### src/rtl/weight_pkg.sv
// Shared constants for the weight loader: FSM state encoding, default geometry
// and a helper for sizing row/column index registers.
package weight_pkg;

    localparam int unsigned DEF_ROWS      = 4;
    localparam int unsigned DEF_COLS      = 4;
    localparam int unsigned DEF_WORD_SIZE = 16;

    typedef logic [1:0] state_t;

    localparam state_t IDLE = 2'd0;
    localparam state_t LOAD = 2'd1;
    localparam state_t DONE = 2'd2;

    // Index registers need at least one bit even for a single row or column.
    function automatic int unsigned idx_width(input int unsigned n);
        return (n > 1) ? $clog2(n) : 1;
    endfunction

endpackage

### src/rtl/rc_counter.sv
// Row-major row/column position counter with synchronous clear, wrap to (0,0)
// after the final element, and a combinational flag marking that final element.
module rc_counter
    import weight_pkg::*;
#(
    parameter int unsigned ROWS = DEF_ROWS,
    parameter int unsigned COLS = DEF_COLS,
    localparam int unsigned RW  = idx_width(ROWS),
    localparam int unsigned CW  = idx_width(COLS)
) (
    input  logic          clk,
    input  logic          rst_n,
    input  logic          clr,
    input  logic          inc,
    output logic [RW-1:0] row,
    output logic [CW-1:0] col,
    output logic          last
);

    logic [RW-1:0] row_q;
    logic [CW-1:0] col_q;
    logic          row_end;
    logic          col_end;

    assign row_end = (row_q == RW'(ROWS - 1));
    assign col_end = (col_q == CW'(COLS - 1));
    assign last    = row_end && col_end;
    assign row     = row_q;
    assign col     = col_q;

    always_ff @(posedge clk or negedge rst_n) begin
        if (!rst_n) begin
            row_q <= '0;
            col_q <= '0;
        end else if (clr) begin
            row_q <= '0;
            col_q <= '0;
        end else if (inc) begin
            if (col_end) begin
                col_q <= '0;
                row_q <= row_end ? '0 : row_q + 1'b1;
            end else begin
                col_q <= col_q + 1'b1;
            end
        end
    end

endmodule

### src/rtl/weight_loader.sv
// Streams ROWS*COLS weights into a PE weight buffer in row-major order, one write per handshake.
// Define WEIGHT_LOADER_CHECKSUM_EN to add a per-frame modulo-2^WORD_SIZE checksum output.
module weight_loader
    import weight_pkg::*;
#(
    parameter int unsigned ROWS      = DEF_ROWS,
    parameter int unsigned COLS      = DEF_COLS,
    parameter int unsigned WORD_SIZE = DEF_WORD_SIZE
) (
    input  logic                 clk,
    input  logic                 rst_n,
    input  logic                 start,
    input  logic                 abort,
    input  logic                 s_valid,
    output logic                 s_ready,
    input  logic [WORD_SIZE-1:0] s_weight,
    output logic                 we,
    output logic [ROWS-1:0]      wr_row,
    output logic [COLS-1:0]      wr_col,
    output logic [WORD_SIZE-1:0] wr_weight,
    output logic                 busy,
`ifdef WEIGHT_LOADER_CHECKSUM_EN
    output logic [WORD_SIZE-1:0] checksum,
`endif
    output logic                 done
);

    localparam int unsigned RW = idx_width(ROWS);
    localparam int unsigned CW = idx_width(COLS);

    state_t                state_q;
    state_t                state_d;
    logic                  hs;
    logic                  cnt_clr;
    logic                  last;
    logic [RW-1:0]         row;
    logic [CW-1:0]         col;
    logic                  we_q;
    logic [ROWS-1:0]       wr_row_q;
    logic [COLS-1:0]       wr_col_q;
    logic [WORD_SIZE-1:0]  wr_weight_q;

    assign s_ready = (state_q == LOAD);
    assign busy    = (state_q == LOAD);
    // DONE is entered on the final handshake, so it lines up with the last write.
    assign done    = (state_q == DONE);
    assign hs      = s_valid && s_ready && !abort;

    always_comb begin
        state_d = state_q;
        cnt_clr = 1'b0;
        unique case (state_q)
            IDLE: begin
                if (start) begin
                    state_d = LOAD;
                    cnt_clr = 1'b1;
                end
            end
            LOAD: begin
                if (abort) begin
                    state_d = IDLE;
                    cnt_clr = 1'b1;
                end else if (hs && last) begin
                    state_d = DONE;
                end
            end
            DONE:    state_d = IDLE;
            default: state_d = IDLE;
        endcase
    end

    always_ff @(posedge clk or negedge rst_n) begin
        if (!rst_n) begin
            state_q <= IDLE;
        end else begin
            state_q <= state_d;
        end
    end

    rc_counter #(
        .ROWS (ROWS),
        .COLS (COLS)
    ) u_rc_counter (
        .clk   (clk),
        .rst_n (rst_n),
        .clr   (cnt_clr),
        .inc   (hs),
        .row   (row),
        .col   (col),
        .last  (last)
    );

    always_ff @(posedge clk or negedge rst_n) begin
        if (!rst_n) begin
            we_q        <= 1'b0;
            wr_row_q    <= '0;
            wr_col_q    <= '0;
            wr_weight_q <= '0;
        end else begin
            we_q <= hs;
            if (hs) begin
                wr_row_q    <= ROWS'(row);
                wr_col_q    <= COLS'(col);
                wr_weight_q <= s_weight;
            end
        end
    end

    assign we        = we_q;
    assign wr_row    = wr_row_q;
    assign wr_col    = wr_col_q;
    assign wr_weight = wr_weight_q;

`ifdef WEIGHT_LOADER_CHECKSUM_EN
    logic [WORD_SIZE-1:0] checksum_q;

    always_ff @(posedge clk or negedge rst_n) begin
        if (!rst_n) begin
            checksum_q <= '0;
        end else if (state_q == IDLE && start) begin
            checksum_q <= '0;
        end else if (hs) begin
            checksum_q <= checksum_q + s_weight;
        end
    end

    assign checksum = checksum_q;
`endif

endmodule

### config.mk
export PLATFORM = sky130hd
export DESIGN_NAME = weight_loader
export DESIGN_NICKNAME = d
export VERILOG_FILES = /design/src/rtl/weight_pkg.sv /design/src/rtl/rc_counter.sv /design/src/rtl/weight_loader.sv
export SDC_FILE = /design/constraint.sdc
export NUM_CORES = 1
export LEC_CHECK = 0
export BUFFER_PORTS_ARGS = -buffer_cell sky130_fd_sc_hd__buf_4
export CAP_MARGIN = 20
export CORE_ASPECT_RATIO = 0.75
export CORE_MARGIN = 2
export CORE_UTILIZATION = 51
export DETAILED_ROUTE_END_ITERATION = 8
export PLACE_DENSITY = 0.83
export SKIP_LAST_GASP = 1
export SYNTH_ARGS = -nofsm -noshare
export SYNTH_HDL_FRONTEND = slang
export SYNTH_HIERARCHICAL = 1
export SYNTH_SLANG_ARGS = --single-unit
### constraint.sdc
create_clock -name clk -period 3 [get_ports clk]
set_input_delay 0.6 -clock clk [delete_from_list [all_inputs] [get_ports clk]]
set_output_delay 0.6 -clock clk [all_outputs]
set_load 0.005 [all_outputs]
Word-level counts from Yosys, hierarchy flattened
Index checks and enable logic that the tools add are counted.
{ "classes": {"addsub": 2, "n_eq_ne": 6, "muxes": 14, "reduce_logical": 10} }
{ "ops": {"columns": ["operator", "count"], "rows": [
  ["2-to-1 mux 2 bit", 10],
  ["== test 2 bit (second input constant)", 3],
  ["adder 2 x 1 -> 2 bit (second input constant)", 2],
  ["logical AND 1 bit", 4],
  ["case mux 2 bit (2 select lines)", 1],
  ["AND reduction 2 bit", 2],
  ["nonzero test 2 bit", 2],
  ["!= test 3 x 2 -> 1 bit (second input constant)", 1],
  ["== test 2 x 1 -> 1 bit (second input constant)", 1],
  ["zero test 2 bit", 1],
  ["2-to-1 mux 1 bit", 2],
  ["!= test 2 bit (second input constant)", 1],
  ["case mux 1 bit (2 select lines)", 1],
  ["zero test 1 bit", 1]
]} }
{ "word_totals": {"regBits": 27, "out_inout_bits": 28, "wordCells": 39} }

Logic depth before layout (Yosys ltp)
Gate-level depths: netlist of run 1.
{ "logic_depth": {"word_depth": 7, "depth_mapped": 6, "depth_no_buf": 5} }

Hierarchy
The synthesis of run 1 kept the hierarchy.
{ "modules_own_cells": {"columns": ["mod", "n_inst", "cells_each", "area_per_inst_um2"], "rows": [
  ["weight_loader", 1, 62, 1027.2],
  ["rc_counter", 1, 18, 215.2]
]} }

Worst setup path before layout of run 1
Ideal clock, no wire load.
{ "synth_path": {"path_type": "input-to-reg", "from": "input port abort", "to": "register u_rc_counter.col_q[0] (netlist: u_rc_counter/col[0])", "setup_time_ps": 73, "t_arrival_ps": 1531, "t_required_ps": 2927, "slack_ps": 1396, "stages": 5, "cell_sequence": "and3b_1 buf_6 buf_12 or3b_1 a21oi_2"} }
{ "synth_via": {"elab_chain_cells": 3} }
{ "synth_rtl": {"columns": ["item", "line", "text"], "rows": [
  ["from (decl)", "weight_loader.sv:13", "input logic abort,"],
  ["zero test 1 bit", "weight_loader.sv:47", "assign hs = s_valid && s_ready && !abort;"],
  ["logical AND 1 bit", "weight_loader.sv:47", null],
  ["named net hs", "weight_loader.sv:33", "logic hs;"],
  ["nonzero test 2 bit (no source line)", null, null],
  ["to (signal assigned)", "rc_counter.sv:43", "col_q <= col_q + 1'b1;"],
  ["to (decl)", "rc_counter.sv:21", "logic [CW-1:0] col_q;"]
]} }
The timed path passes the listed nets, and every way through them passes these cells.
A chain may end at the register's enable or synchronous reset.

Worst setup path after layout of run 1
{ "layout_path": {"from": "register state_q[1]", "to": "register u_rc_counter.col_q[0] (netlist: u_rc_counter/col[0])"} }
{ "layout_via": {"elab_chain_cells": 4} }
{ "layout_rtl": {"columns": ["item", "line", "text"], "rows": [
  ["from (decl)", "weight_loader.sv:31", "state_t state_q;"],
  ["from (signal assigned)", "weight_loader.sv:76", "state_q <= state_d;"],
  ["parallel branches: the longest is 4 deep, another holds == test 2 x 1 -> 1 bit", null, null]
]} }
Parallel ways; which one is timed is not known.

==> Implementation_results.wiki, run 1 <==
{| class="wikitable"
! Metric !! Value
|-
| Result of the run || finished, final reports clean
|-
| Launching point of the worst reg2reg path || state_q[1]
|-
| Max-slew violation total from the final report || 0
|-
| Post-CTS Setup Inserts || 0
|-
| Leakage Power || 0.802 nW
|-
| Total setup violations reported at the end of the flow || 0
|-
| Synthesis-to-layout area growth || 27.4%
|-
| Most common library cell in the layout ignoring fill and taps || buf_4
|-
| Number of buffers inserted during clock tree synthesis || 3
|-
| Total Routing Usage GR || 16.1%
|-
| TritonCTS sink count || 27
|-
| Capture instance of the worst register-to-register path || u_rc_counter/col[0]
|-
| Number of antenna repair diodes || 0
|-
| Library cell with the largest summed area after synthesis || dfrtp_1
|-
| Global placement routability congestion || approximately 0.75
|-
| Post-detailed-route wirelength per cell || 13.3 um
|-
| Count of yosys warnings during synthesis || 6
|-
| Setup repair after global routing missed its margin || no
|-
| Post-route clock skew || 0.0114 ns
|-
| Die Span X || 61.0 um
|-
| Final hold viol count || 0
|-
| Startpoint Class || flop
|-
| Register-to-Register Setup Slack || 1.26 ns
|-
| IO Pins || 49
|-
| Clock Path Buffers || 2
|-
| Leading cell types in the layout, fill and taps excluded || buf_4 (46), dfrtp_1 (27), mux2_4 (18), a21oi_1 (4), conb_1 (4)
|-
| Root Driver || clkbuf_4
|-
| Post-placement cell count || 155
|-
| Number of global-route vias before repair || ~690
|-
| Starting Density || between 50% and 60%
|-
| Fin nets || 149
|-
| Number of DRC markers after the initial detailed-route iteration || 31
|-
| CTS tree || yes
|-
| Seq. cell area || between 600 and 700 um2
|-
| Number of levels the H-tree was split into || 1
|-
| Area share of the leading cell type in the synthesized netlist || 54.4%
|-
| Clock Latency Late Sink || roughly 0.33 ns
|-
| Crit share post-route || 57.9%
|-
| Drt drc || 0
|-
| Post-detailed-placement half-perimeter wirelength || about 1600 um
|-
| Initial antenna violation count || 0
|-
| Count of cell types in the netlist || 23
|-
| Clock-pin slew on the worst setup and hold paths || 0.15 ns
|-
| Setup total negative slack || 0 ns
|-
| Layout filler cell count || 173
|-
| Highest net fanout along the worst path || 13
|-
| Resized Gates After CTS || 0
|-
| R2r worst-path depth || 5
|-
| Number of synthesized register bits || 27
|-
| Port bufs || 44
|-
| Worst Setup Path Type || flop to flop
|-
| Critical path data arrival time || ~2 ns
|-
| Fraction of the yosys area taken by sequential cells || 54.4%
|-
| Aggregate routed wire length || ~2100 um
|-
| Antenna Nets Post-Route || 0
|-
| Post-Syn Area || 1240 um2
|-
| Number of buffers added to fix hold violations after cts || 0
|-
| Largest net degree at the start of global routing || 28
|-
| IR drop worst, VDD || just under 0.4 mV
|-
| Synth async-reset ratio || 100%
|-
| Overall die area || 2850 um2
|-
| Area taken by multi-input logic gates || between 400 and 500 um2
|-
| Power Dens Cells || 577 nW/um2
|-
| Site Rows || 15
|-
| Core outline area || 2310 um2
|-
| Kind of end point of the critical path || flop
|-
| Minimum clock period || 1.74 ns
|-
| Overflow after GRT || 0
|-
| Top area cells in the synthesized netlist || dfrtp_1 (54%), mux2_4 (22%), buf_12 (3.2%), buf_4 (3.0%), ha_1 (2.0%)
|-
| Data required, critical path || about 3.3 ns
|-
| Average vias per placed instance || approximately 4.7
|-
| Worst hold-check path type || primary input to asynchronous set/reset pin
|-
| Number of violations of the max-capacitance limit || 0
|-
| Share of cells above drive strength 1 || about 60%
|-
| Global-route wire length before repair || roughly 3200 um
|-
| First-pass detailed-route iteration total || 4
|-
| Final cell count without fillers || 159
|-
| Total number of vias || 750
|-
| Fin worst setup slack || 1.26 ns
|-
| Worst slack at placement || ~1.1 ns
|-
| Top achievable clock speed || between 500 and 600 MHz
|-
| Syn Area/Cell || 15.5 um2
|-
| Cell count after synthesis || 80
|-
| Height of the die || 46.7 um
|-
| Number of flops mapped to enable cells by yosys || 0
|-
| Commonest register cell after synthesis || dfrtp_1
|}
==> power by group <==
part | switching (mW) | internal [mW]
registers | 0.0412 | 0.434
clock network | 0.106 | 0.0510
logic | 0.0844 | 0.195
total | 0.232 | 0.681
==> Yosys cell counts (all sizes together), types with 2 or more instances <==
library cell,instances
a21oi,5
dfrtp,27
ha,2
mux2,20
buf,8
a21bo,2
nand2b,2
nand2,2
nor2b,2
and2,2
==> worst max-delay path, cell delays in order (launching register included) <==
cell and delay, ns:
dfrtp_1 0.46, nor2b_4 0.14, and3b_1 0.29, buf_4 0.27
or3b_1 0.39, a21oi_2 0.13
==> registers in the layout, summed over array words and instances (netlist names) <==
name / count
state_q: 2
u_rc_counter/col: 2
u_rc_counter/row: 2
we: 1
wr_col: 2
wr_row: 2
wr_weight: 16
==> per-stage QoR <==
step	instance area [um2]	total power [mW]	hold slack [ns]	util, %
2_1_floorplan	1250	0.621	0.304	-
3_3_place_gp	1550	0.756	0.493	67.3
3_5_place_dp	1550	0.766	0.494	67.3
4_1_cts	1580	0.929	0.140	68.6
5_1_grt	1580	0.970	0.139	68.6
6_report	1580	0.913	0.146	68.6
==> worst max path at each step <==
stage,to,startpoint,depth (start not counted),slack (ns)
6_report,u_rc_counter/col[0],state_q[1],5,1.26
5_1_grt,u_rc_counter/col[0],state_q[1],5,1.16
4_1_cts,u_rc_counter/col[0],state_q[1],5,1.26
3_5_place_dp,u_rc_counter/col[0],abort,5,1.09
3_3_place_gp,u_rc_counter/col[0],abort,5,1.19
2_1_floorplan,u_rc_counter/col[0],abort,5,1.40
==> per-layer routing <==
layer / global-route usage (%) / routed length, um / vias to the layer above
li1: - / - / 356
met1: 20.8 / 977 / 357
met2: 26.0 / 942 / 35
met3: 5.79 / 191 / 2
met4: 4.78 / 9 / 0
met5: 0 / 0 / -
==> logic make-up (layout without fill, tap and decap cells) <==
kind of cell	after synthesis	after routing	share of synthesized area [%]
flip-flops	27	27	54.4
multiplexers	21	21	24.4
AND/OR/NAND/NOR	14	14	7.85
buffers and inverters	8	50	7.15
AO/OA/AOI/OAI	7	7	3.93
adder cells (fa/ha/maj)	2	2	2.01
other	1	4	0.302
==> final cells by class <==
type                            count  area share (%)
Multi-Input combinational cell     48            30.9
Tap cell                           34            2.69
Sequential cell                    27            42.7
Timing Repair Buffer               46            21.8
Clock inverter                      1           0.474
Clock buffer                        3            1.42
No activity file was read; power rests on OpenSTA's default activity.
==> run 2, diff against run 1 <==
--- a/config.mk
+++ b/config.mk
@@ -9,9 +9,9 @@
 export CAP_MARGIN = 20
 export CORE_ASPECT_RATIO = 0.75
 export CORE_MARGIN = 2
-export CORE_UTILIZATION = 51
+export CORE_UTILIZATION = 47
 export DETAILED_ROUTE_END_ITERATION = 8
-export PLACE_DENSITY = 0.83
+export PLACE_DENSITY = 0.78
 export SKIP_LAST_GASP = 1
 export SYNTH_ARGS = -nofsm -noshare
 export SYNTH_HDL_FRONTEND = slang
==> constraint.sdc (replaced) <==
create_clock -name clk -period 1.7 [get_ports clk]
set_input_delay 0.34 -clock clk [delete_from_list [all_inputs] [get_ports clk]]
set_output_delay 0.34 -clock clk [all_outputs]
set_load 0.005 [all_outputs]
==> run 2 against run 1 <==
Flip-flop and latch count did not move. Combinational power is 76% higher. Core utilization is 6.2 points lower. Register-to-register slack worse by 1.1 ns. Critical endpoint is now wr_weight[3].
==> Implementation_results.wiki, run 2 (synthesis results as in run 1) <==
{| class="wikitable"
! Metric !! Value
|-
| Overflow after GRT || 0 (unchanged)
|-
| IO Pins || 49 (unchanged)
|-
| Total Routing Usage GR || 15.4% (-0.67 points)
|-
| Total number of vias || 750 (unchanged)
|-
| Seq. cell area || 676 um2 (unchanged)
|-
| Worst hold-check path type || primary input to flop
|-
| Worst path bufs/invs || 1 (unchanged)
|-
| Leading cell types in the layout, fill and taps excluded || buf_4 (47), dfrtp_1 (27), mux2_4 (18), a21oi_1 (4), conb_1 (4)
|-
| Leakage Power || 0.813 nW (+1.3%)
|-
| Most common library cell in the layout ignoring fill and taps || buf_4
|-
| Max incr delay on CP || 0.42 ns (-0.04 ns)
|-
| Fin worst setup slack || 0.136 ns (-1.13 ns)
|-
| Post-detailed-route wirelength per cell || 12.9 um (-3.1%)
|-
| Number of cells traversed by the worst hold path || 2
|-
| Capture endpoint of the worst hold path || wr_weight[0]
|-
| Setup repair after global routing missed its margin || no
|-
| Number of levels the H-tree was split into || 1 (unchanged)
|-
| Core outline area || 2560 um2 (+11%)
|-
| Number of violations of the max-capacitance limit || 0 (unchanged)
|-
| Data required, critical path || 1.91 ns (-1.36 ns)
|-
| Initial antenna violation count || 0 (unchanged)
|-
| Critical path data arrival time || 1.78 ns (-0.23 ns)
|-
| Starting Density || 48.5% (-5.3 points)
|-
| Aggregate routed wire length || 2110 um (-0.61%)
|-
| Site Rows || 16 (+1)
|-
| R2r worst-path depth || 4 (-1)
|-
| Number of global-route vias before repair || 753 (+8.7%)
|-
| IR drop worst, VDD || 0.516 mV (+32%)
|-
| Post-layout power || 1.59 mW (+74%)
|-
| Number of DRC markers after the initial detailed-route iteration || 13 (-58%)
|-
| Number of antenna repair diodes || 0 (unchanged)
|-
| TritonCTS sink count || 27 (unchanged)
|-
| Total setup violations reported at the end of the flow || 0 (unchanged)
|-
| Max-slew violation total from the final report || 0 (unchanged)
|-
| Result of the run || finished, final reports clean
|-
| First-pass detailed-route iteration total || 2 (-2)
|-
| Startpoint Class || flop
|-
| Final cell count without fillers || 163 (+2.5%)
|-
| Layout filler cell count || 218 (+26%)
|-
| Die Span X || 63.4 um (+3.9%)
|-
| Clock Path Buffers || 2 (unchanged)
|-
| Clock-pin slew on the worst setup and hold paths || 0.13 ns (-0.02 ns)
|-
| Post-detailed-placement half-perimeter wirelength || 1630 um (+1.7%)
|-
| Kind of cell adding the most delay to the critical path || simple AND/OR/NAND/NOR gates
|-
| Post-placement cell count || 158 (+1.9%)
|-
| Critical path's slowest cell || dfrtp_1
|-
| Power Dens Cells || 996 nW/um2 (+73%)
|-
| Largest net degree at the start of global routing || 28 (unchanged)
|-
| Clock Latency Late Sink || 0.31 ns (-0.02 ns)
|-
| Minimum clock period || 1.56 ns (-0.174 ns)
|-
| Highest net fanout along the worst path || 10 (-3)
|-
| Number of buffers inserted during clock tree synthesis || 3 (unchanged)
|-
| Kind of end point of the critical path || flop
|-
| Worst slack at placement || 0.140 ns (-0.945 ns)
|-
| Share of cells above drive strength 1 || 58.3% (-0.93 points)
|-
| Global-route wire length before repair || 3650 um (+15%)
|-
| Worst-path cell chain || nor2b_4 > and3b_1 > buf_4 > mux2_2
|-
| Overall die area || 3080 um2 (+7.9%)
|-
| Worst Setup Path Type || flop to flop
|-
| Root Driver || clkbuf_4
|-
| Drt drc || 0 (unchanged)
|-
| Height of the die || 48.5 um (+3.8%)
|-
| Fin nets || 151 (+1.3%)
|-
| CTS tree || yes
|-
| Post-route clock skew || 0.000912 ns (-0.0105 ns)
|-
| Setup total negative slack || 0 ns (unchanged)
|-
| Top achievable clock speed || 639 MHz (+11%)
|-
| Capture instance of the worst register-to-register path || wr_weight[3]
|-
| Antenna Nets Post-Route || 0 (unchanged)
|-
| Port bufs || 44 (unchanged)
|-
| Register-to-Register Setup Slack || 0.14 ns (-1.13 ns)
|-
| Global placement routability congestion || 0.654 (-13%)
|-
| Launching point of the worst reg2reg path || state_q[0]
|-
| Hold path start || s_weight[0]
|-
| Area taken by multi-input logic gates || 489 um2 (unchanged)
|-
| Final hold viol count || 0 (unchanged)
|-
| Crit share post-route || 92.0% (+34 points)
|-
| Synthesis-to-layout area growth || 28.7%
|-
| Average vias per placed instance || 4.60 (-2.5%)
|-
| Number of flip-flops in the largest register || 16 (unchanged)
|}
## run 2: cell types whose count changed in the layout (fill, tap and decap cells not counted)
cell and delta:
clkinvlp_4 -1, buf_4 +1, clkbuf_1 +1, dlygate4sd3_1 +1
## run 2: power breakdown
part           internal [mW]  leakage, nW  switching [mW]
clock network         0.0917       0.0150           0.166
logic                  0.347        0.458           0.145
registers              0.767        0.340          0.0754
## run 2: stage by stage
stage	utilization (%)	hold WS, ns	instance area [um2]
floorplan	-	0.0444	1250
global placement	61.0	0.265	1560
detailed placement	61.0	0.269	1560
CTS	62.4	0.234	1600
global route	62.4	0.219	1600
finish	62.4	0.249	1600
## run 2: worst max path at each step
| stage | start | to | slack, ns | cells after the start |
|---|---|---|---|---|
| 6_report | state_q[0] | wr_weight[3] | 0.14 | 4 |
| 5_1_grt | state_q[0] | wr_weight[4] | 0.04 | 4 |
| 4_1_cts | state_q[0] | wr_weight[3] | 0.12 | 4 |
| 3_5_place_dp | state_q[0] | wr_weight[3] | 0.14 | 4 |
| 3_3_place_gp | state_q[1] | wr_weight[4] | 0.19 | 4 |
| 2_1_floorplan | state_q[1] | u_rc_counter/col[0] | 0.19 | 6 |
## run 2: cell type report
cell class                 instances  share of cell area (%)
clock buffer                       4                    1.64
multi-input combinational         48                    30.6
sequential                        27                    42.3
tap                               36                    2.82
timing repair buffer              48                    22.7
## run 2: repair_timing
action | CTS | global route
hold endpoints to repair | 27 | 0
resized for setup | 0 | 0
endpoints found under the setup margin | 0 | 0
setup buffers | 0 | 0
hold buffers | 1 | 0
## run 2: layer usage
metal / share of wire (%) / vias up / track usage [%]
met5: 0 / - / 0
met4: 0 / 0 / 1.09
met3: 7.1 / 0 / 5.81
met2: 47 / 29 / 24.6
met1: 46 / 361 / 21.1
li1: - / 360 / -
==> run 3, diff against run 2 <==
--- a/config.mk
+++ b/config.mk
@@ -9,9 +9,10 @@
 export CAP_MARGIN = 20
 export CORE_ASPECT_RATIO = 0.75
 export CORE_MARGIN = 2
-export CORE_UTILIZATION = 47
+export CORE_UTILIZATION = 51
 export DETAILED_ROUTE_END_ITERATION = 8
-export PLACE_DENSITY = 0.78
+export PLACE_DENSITY = 0.83
+export RECOVER_POWER = 50
 export SKIP_LAST_GASP = 1
 export SYNTH_ARGS = -nofsm -noshare
 export SYNTH_HDL_FRONTEND = slang
==> constraint.sdc (replaced) <==
create_clock -name clk -period 1.82 [get_ports clk]
set_input_delay 0.364 -clock clk [delete_from_list [all_inputs] [get_ports clk]]
set_output_delay 0.364 -clock clk [all_outputs]
set_load 0.005 [all_outputs]
==> run 3 against run 2 <==
Clock skew is essentially flat. Clock power hardly changed. Total power decreased by 5.8%. First-iteration DRC count grew 85%. Setup slack gained 0.10 ns. Sequential share of layout area grew 0.13 points. Cell area fell by 0.31%. Critical path depth stayed put. Flip-flop and latch count stayed put. Sequential power down 7.1%. Largest cell class unchanged. Largest power group unchanged. Highest routed layer is now met4.
==> Implementation_results.wiki, run 3 (synthesis results as in run 1) <==
{| class="wikitable"
! Metric !! Value
|-
| Result of the run || finished, final reports clean
|-
| Number of DRC markers after the initial detailed-route iteration || 24 (+11)
|-
| Fin nets || 151 (unchanged)
|-
| Least-Margin Pin Slew || 0.638 ns
|-
| Critical path data arrival time || 1.81 ns (+0.03 ns)
|-
| Aggregate routed wire length || 2290 um (+8.4%)
|-
| Number of violations of the max-capacitance limit || 0 (unchanged)
|-
| Global placement routability congestion || 0.727 (+11%)
|-
| Top achievable clock speed || 632 MHz (-1.1%)
|-
| Worst-path cell chain || nor2b_4 > and3b_1 > buf_4 > mux2_2
|-
| Post-detailed-placement half-perimeter wirelength || 1720 um (+5.8%)
|-
| Worst slack at placement || 0.247 ns (+0.106 ns)
|-
| Average vias per placed instance || 4.81 (+4.6%)
|-
| Internal power consumption || 1.12 mW (-7.5%)
|-
| Largest net degree at the start of global routing || 28 (unchanged)
|-
| Port bufs || 44 (unchanged)
|-
| Post-detailed-route wirelength per cell || 14.2 um (+9.7%)
|-
| Flop pwr share || 52.2% (-0.7 points)
|-
| Starting Density || 53.8% (+5.3 points)
|-
| Site Rows || 15 (-1)
|-
| Crit share post-route || 86.9% (-5.1 points)
|-
| Number of levels the H-tree was split into || 1 (unchanged)
|-
| Clock-pin slew on the worst setup and hold paths || 0.14 ns (about the same)
|-
| Data required, critical path || 2.05 ns (+0.14 ns)
|-
| Clock Path Buffers || 2 (unchanged)
|-
| Combinational fraction of design power || 30.5% (-0.4 points)
|-
| Highest net fanout along the worst path || 13 (+3)
|-
| Fin worst setup slack || 0.239 ns (+0.103 ns)
|-
| Root Driver || clkbuf_4
|-
| Number of flip-flops in the largest register || 16 (unchanged)
|-
| First-pass detailed-route iteration total || 4 (+2)
|-
| Setup total negative slack || 0 ns (unchanged)
|-
| Layout filler cell count || 182 (-17%)
|-
| Total setup violations reported at the end of the flow || 0 (unchanged)
|-
| Antenna Nets Post-Route || 0 (unchanged)
|-
| Total met3 wirelength after detailed routing || 190 um (+27%)
|-
| Core outline area || 2310 um2 (-9.9%)
|-
| Worst slew margin relative to its limit || 57.5%
|-
| Share of cells above drive strength 1 || 58.3% (unchanged)
|-
| Number of buffers added to fix hold violations after cts || 1 (unchanged)
|-
| Leading cell types in the layout, fill and taps excluded || buf_4 (35), dfrtp_1 (27), mux2_4 (18), clkbuf_4 (13)
|-
| Highest metal layer with signal wires || met4
|-
| Resized Gates After CTS || 0 (unchanged)
|-
| Post-route clock skew || 0.000994 ns (+0.0000815 ns)
|-
| Max incr delay on CP || 0.43 ns (about the same)
|-
| Drt drc || 0 (unchanged)
|-
| Critical path's slowest cell || dfrtp_1
|-
| Kind of end point of the critical path || flop
|-
| TritonCTS sink count || 27 (unchanged)
|-
| Overflow after GRT || 0 (unchanged)
|-
| Post-route met1 wirelength || 1010 um (+4.6%)
|-
| Post-CTS Setup Inserts || 0 (unchanged)
|-
| Overall die area || 2850 um2 (-7.3%)
|-
| Global-route wire length before repair || 3640 um (-0.38%)
|-
| Worst path bufs/invs || 1 (unchanged)
|-
| Total Routing Usage GR || 18.0% (+2.5 points)
|-
| Initial antenna violation count || 0 (unchanged)
|-
| Number of global-route vias before repair || 781 (+3.7%)
|-
| Kind of cell adding the most delay to the critical path || flip-flops
|-
| Switching Fraction || 25.6% (+1.3 points)
|-
| Height of the die || 46.7 um (-3.7%)
|-
| Number of buffers inserted during clock tree synthesis || 3 (unchanged)
|-
| Synthesis-to-layout area growth || 28.3%
|-
| Worst Setup Path Type || flop to flop
|-
| Number of antenna repair diodes || 0 (unchanged)
|-
| Worst hold-check path type || primary input to flop
|-
| IR drop worst, VDD || 0.564 mV (+9.4%)
|-
| Power share of the clock group || 17.4% (+1.2 points)
|-
| Clock Latency Late Sink || 0.32 ns (about the same)
|-
| Final hold viol count || 0 (unchanged)
|-
| Minimum clock period || 1.58 ns (+0.0170 ns)
|-
| CTS tree || yes
|-
| Max-slew violation total from the final report || 0 (unchanged)
|-
| Routed wire length on met2 || 1070 um (+8.5%)
|-
| Setup repair after global routing missed its margin || no
|-
| Switching power of the nets || 384 uW (-0.59%)
|-
| Power Dens Cells || 941 nW/um2 (-5.5%)
|-
| Most common library cell in the layout ignoring fill and taps || buf_4
|-
| Total number of vias || 775 (+3.3%)
|-
| Die Span X || 61.0 um (-3.7%)
|-
| Leakage Power || 0.803 nW (-1.1%)
|-
| Startpoint Class || flop
|-
| IO Pins || 49 (unchanged)
|}
-- run 3: worst register-to-register path, stage by stage (launching register included) --
cell	delay, ns
dfrtp_1	0.43
nor2b_4	0.18
and3b_1	0.24
buf_4	0.26
mux2_2	0.37
-- run 3: area by class of cell --
class,count,area [um2],area share (%)
clock inverter,1,7.51,0.471
clock buffer,3,22.5,1.41
sequential,27,676,42.4
multi-input combinational,48,489,30.7
timing repair buffer,48,357,22.4
tap,34,42.5,2.67
-- run 3: metrics by stage --
stage / instances / hold slack (ns) / total power [mW] / utilization, % / cell area, um2
floorplan: 83 / 0.0684 / 1.02 / - / 1250
global placement: 156 / 0.286 / 1.25 / 67.6 / 1560
detailed placement: 156 / 0.292 / 1.27 / 67.6 / 1560
CTS: 161 / 0.241 / 1.53 / 69.3 / 1600
global route: 161 / 0.224 / 1.60 / 69.1 / 1590
finish: 161 / 0.257 / 1.50 / 69.1 / 1590
-- run 3: final timing paths --
check	startpoint	endpoint	slack (ns)	depth (start not counted)
max	state_q[0]	wr_weight[4]	0.24	4
min	s_weight[0]	wr_weight[0]	0.26	2
max reg2reg	state_q[0]	wr_weight[4]	0.24	4
min reg2reg	state_q[1]	state_q[0]	0.53	1
max in group asynchronous	rst_n	wr_weight[15]	0.84	2
min in group asynchronous	rst_n	wr_weight[1]	0.57	2
-- run 3: power groups by stage --
stage | combinational (mW) | sequential (mW) | clock, mW
final | 0.457 | 0.782 | 0.261
after global routing | 0.498 | 0.801 | 0.300
after CTS | 0.476 | 0.785 | 0.274
after detailed placement | 0.469 | 0.797 | 0
after global placement | 0.458 | 0.792 | 0
after floorplan | 0.224 | 0.799 | 0
-- run 3: layer usage --
| layer | GRT usage [%] | vias up |
|---|---|---|
| li1 | - | 360 |
| met1 | 23.4 | 378 |
| met2 | 29.9 | 35 |
| met3 | 5.51 | 2 |
| met4 | 4.78 | 0 |
| met5 | 0 | - |
